<file path="config.mk">
export PLATFORM = sky130hd
export DESIGN_NAME = fifo_wr_arbiter
export DESIGN_NICKNAME = d
export VERILOG_FILES = /design/src/rtl/fifo_wr_arbiter.sv
export SDC_FILE = /design/constraint.sdc
export NUM_CORES = 1
export LEC_CHECK = 0
export CORE_MARGIN = 1.5
export CORE_UTILIZATION = 31
export CTS_CLUSTER_DIAMETER = 30
export DETAILED_ROUTE_END_ITERATION = 10
export PLACE_DENSITY = 0.73
export SYNTH_ARGS = -nofsm -noshare
export SYNTH_HDL_FRONTEND = slang
export SYNTH_SLANG_ARGS = --single-unit
</file>
<file path="constraint.sdc">
create_clock -name wclk -period 1.53 [get_ports wclk]
set_input_delay 0.3825 -clock wclk [delete_from_list [all_inputs] [get_ports wclk]]
set_output_delay 0.3825 -clock wclk [all_outputs]
set_load 0.02 [all_outputs]
</file>
<file path="src/rtl/fifo_wr_arbiter.sv">
// Round-robin share of the FIFO write port: bursts of len+1 words, grant 1 cycle after req, one idle bubble per burst.
// Stalls on full with push=!full; WRARB_TIMEOUT_EN adds a stall timeout that aborts the burst.
module fifo_wr_arbiter #(
   parameter int NREQ     = 4,
   parameter int DWIDTH   = 8,
   parameter int LENWIDTH = 4
`ifdef WRARB_TIMEOUT_EN
   ,
   parameter int TMO      = 16
`endif
) (
   input  logic                     wclk,
   input  logic                     reset_L,
   input  logic [NREQ-1:0]          req,
   input  logic [NREQ*LENWIDTH-1:0] req_len,
   input  logic [NREQ*DWIDTH-1:0]   req_data,
   input  logic                     full,
   output logic [NREQ-1:0]          gnt,
   output logic [NREQ-1:0]          take,
   output logic                     push,
   output logic [DWIDTH-1:0]        wdata,
   output logic                     busy,
   output logic                     abort
);

   localparam int RRW = $clog2(NREQ);

   typedef enum logic {IDLE, BURST} state_t;

   state_t              state_q, state_d;
   logic [NREQ-1:0]     gnt_q, gnt_d;
   logic [LENWIDTH-1:0] cnt_q, cnt_d;
   logic [RRW-1:0]      rr_last_q, rr_last_d;
   logic [RRW-1:0]      sel;
   logic                sel_vld;
   logic [LENWIDTH-1:0] len_sel;

`ifdef WRARB_TIMEOUT_EN
   localparam int SW = $clog2(TMO) + 1;
   logic [SW-1:0]       stall_q, stall_d;
   logic                abort_q, abort_d;
   assign abort = abort_q;
`else
   assign abort = 1'b0;
`endif

   assign busy = (state_q == BURST);
   assign push = busy & ~full;
   assign take = gnt_q & {NREQ{push}};
   assign gnt  = gnt_q;

   // Lowest requester above rr_last wins; otherwise wrap to the lowest overall.
   always_comb begin
      sel_vld = 1'b0;
      sel     = '0;
      len_sel = '0;
      for (int i = NREQ - 1; i >= 0; i--) begin
         if (req[i]) begin
            sel     = RRW'(i);
            sel_vld = 1'b1;
         end
      end
      for (int i = NREQ - 1; i >= 0; i--) begin
         if (req[i] && (RRW'(i) > rr_last_q)) begin
            sel = RRW'(i);
         end
      end
      for (int i = 0; i < NREQ; i++) begin
         if (sel == RRW'(i)) begin
            len_sel = req_len[i*LENWIDTH +: LENWIDTH];
         end
      end
   end

   always_comb begin
      wdata = '0;
      for (int i = 0; i < NREQ; i++) begin
         wdata = wdata | (req_data[i*DWIDTH +: DWIDTH] & {DWIDTH{gnt_q[i]}});
      end
   end

   always_comb begin
      state_d   = state_q;
      gnt_d     = gnt_q;
      cnt_d     = cnt_q;
      rr_last_d = rr_last_q;
`ifdef WRARB_TIMEOUT_EN
      abort_d   = 1'b0;
      stall_d   = '0;
`endif
      case (state_q)
         IDLE: begin
            if (sel_vld) begin
               state_d   = BURST;
               cnt_d     = len_sel;
               rr_last_d = sel;
               for (int i = 0; i < NREQ; i++) begin
                  gnt_d[i] = (sel == RRW'(i));
               end
            end
         end
         BURST: begin
            if (push) begin
               if (cnt_q == '0) begin
                  gnt_d   = '0;
                  state_d = IDLE;
               end else begin
                  cnt_d = cnt_q - 1'b1;
               end
            end
`ifdef WRARB_TIMEOUT_EN
            // Not pushing in BURST means full is high: count the stall.
            else if (stall_q == SW'(TMO - 1)) begin
               gnt_d   = '0;
               state_d = IDLE;
               abort_d = 1'b1;
            end else begin
               stall_d = stall_q + 1'b1;
            end
`endif
         end
         default: state_d = IDLE;
      endcase
   end

   always_ff @(posedge wclk) begin
      if (!reset_L) begin
         state_q   <= IDLE;
         gnt_q     <= '0;
         cnt_q     <= '0;
         rr_last_q <= RRW'(NREQ - 1);
`ifdef WRARB_TIMEOUT_EN
         stall_q   <= '0;
         abort_q   <= 1'b0;
`endif
      end else begin
         state_q   <= state_d;
         gnt_q     <= gnt_d;
         cnt_q     <= cnt_d;
         rr_last_q <= rr_last_d;
`ifdef WRARB_TIMEOUT_EN
         stall_q   <= stall_d;
         abort_q   <= abort_d;
`endif
      end
   end

endmodule

</file>
==> results_dict.tcl <==
set metrics [dict create \
    finalWorstSetupSlack_ps -76.9 \
    fmax_mhz 622 \
    vdd_ir_drop_max_uv 307 \
    drv_cap 0 \
    syn_inst 144 \
    final_common_cell "buf_4" \
    syn_area_per_cell_sq_um 7.27 \
    drive_above_1_share 0.378 \
    cts_buffers 3 \
    dp_hpwl_um 3330 \
    grt_pass1_vias 1501 \
    synth_top_area_share 0.210 \
    start_util 0.335 \
    synth_area_sq_um 1050 \
    syn2layout_area_growth_pct 105 \
    synth_ff_type "dfxtp_1" \
    path_class "primary input to output port" \
    synth_top_area_cell "dfxtp_1" \
    startpoint_type "primary input" \
    dpl_cell_area_sq_um 2030 \
    clkTransAtPathRegs_ps 80 \
    fp.dieW_um 61.1 \
    num-fill-cells 269 \
    hp-class "flop to flop" \
    finalCritPeriodShare 1.05 \
    rows 20 \
    vias 1501 \
    ant_nets 0 \
    status "finished with violations" \
    p_per_area_nw_per_um2 628 \
    routedWlPerCell_um 15.3 \
    n_antenna_cell 0 \
    drv_slew 0 \
    pre_cts_ws_ps -742 \
    gr-usage-all-layers 0.231 \
    async_flop_share 0 \
    cts_tree "built" \
    dieHeight_um 61.1 \
    violations "setup timing" \
    drtIter0Drc 114 \
    grt_max_degree 13 \
    fin_area_sq_um 2150 \
    cp.required_ps 1150 \
    grt_pass1_wl_um 6540 \
    cts_hold_buf 0 \
    layout_common_cells "buf_4 (34), clkdlybuf4s50_1 (21), dlygate4sd2_1 (20), nand2_1 (18), dlymetal6s2s_1 (13)" \
    core_area_sq_um 3130 \
    gp_congestion 0.850 \
    clock-root-buffer "clkbuf_4" \
    hold_ws_ps 511 \
    fin_crit_ps 1610 \
    endpoint_kind "output port" \
    clock_latency_ps 270 \
    routed_wl_um 4350 \
    htree_levels 1 \
    fin_skew_ps 2.17 \
    io_buffers 72 \
    rsz0062_at_grt "true" \
    dieArea_sq_um 3740 \
    overflow 0 \
    nets 298 \
    seq_area_frac_synth 0.210 \
    finalSetupTns_ps -140 \
    ys_types 45 \
    clock_path_buffers 2 \
    synth_edf_count 0 \
    path_max_fanout 1 \
    hold_viol 0 \
    synthesis.nets 200 \
    synth_seq_cells 11 \
    p_leak_nw 1.07 \
    drt_first_pass_iters 6 \
    synth_top_cells_by_area "dfxtp_1 (21%), a22oi_1 (12%), nand2_1 (6.8%), and2_1 (4.2%), a21oi_1 (3.8%)" \
    drc 0 \
    antenna_found_initial 0 \
    setup_viol 2 \
    arrival_ps 1220 \
    pin_count 74 \
    vias_per_cell 5.27 \
    cts.sinks 11 \
    yosysWarningCount 0 \
]
Yosys cell counts (all sizes together) (3+ instances only):
| cell | instances |
|---|---|
| nor2b | 6 |
| nand2 | 19 |
| nand3 | 4 |
| and2 | 8 |
| nor2 | 6 |
| dfxtp | 11 |
| a21oi | 9 |
| nand2b | 3 |
| clkbuf | 7 |
| inv | 7 |
| o21ai | 7 |
| a22oi | 17 |
| buf | 4 |
| nor3b | 3 |
logic make-up (layout without fill, tap and decap cells):
group,after synthesis,after routing,synth area share
xor+xnor,1,1,0.00836
other cells,1,1,0.00358
compound gates,55,55,0.397
simple gates,57,57,0.298
flops,11,11,0.210
fa+ha+maj,1,1,0.0119
buf+inv,18,115,0.0717
layer usage:
metal | wire length [um] | vias to the layer above | part of all wire | GRT usage
met1 | 1750 | 727 | 0.40 | 0.297
met3 | 194 | 6 | 0.045 | 0.0483
met4 | 42 | 0 | 0.0097 | 0.0435
met5 | 0 | - | 0 | 0
li1 | - | 732 | - | -
met2 | 2370 | 36 | 0.54 | 0.400
registers in the layout, indices dropped and copies added (netlist names):
name	cells
rr_last_q	2
cnt_q	4
busy	1
gnt	4
worst max-delay path: stages:
cell             delay, ps
clkdlybuf4s50_1        430
a22oi_2                190
nand2_1                 60
buf_2                  160
layout make-up:
class / instances / area, sq um / share of cell area
inverter: 7 / 26.3 / 0.0122
tap: 44 / 55.1 / 0.0256
sequential: 11 / 246 / 0.115
multi-input combinational: 115 / 853 / 0.397
clock buffer: 4 / 26.3 / 0.0122
timing repair buffer: 104 / 940 / 0.438
through the flow:
stage / utilization / power [W] / cells
after floorplan: - / 0.000709 / 144
after detailed placement: 0.649 / 0.00111 / 281
final: 0.686 / 0.00135 / 285
after CTS: 0.660 / 0.00131 / 286
after global placement: 0.649 / 0.00109 / 281
after global routing: 0.686 / 0.00143 / 285
power by group:
part / switching (W) / internal, W
registers: 0.0000571 / 0.000323
clock network: 0.000105 / 0.000101
logic: 0.000341 / 0.000421
repair_timing:
action	in CTS	in global routing
cloned	0	0
pin swaps	11	20
gates resized for setup	112	42
setup buffers	1	0
endpoints found under the setup margin	28	16
worst paths after layout:
check / from / slack (ps) / depth (start not counted) / endpoint
setup / recovery: req_data[2] / -80 / 4 / wdata[2]
hold / removal: cnt_q[1] / 510 / 1 / cnt_q[1]
setup reg to reg: rr_last_q[0] / -60 / 5 / cnt_q[3]
hold reg to reg: cnt_q[1] / 510 / 1 / cnt_q[1]
Note: power is estimated with default switching activity, not from simulation.
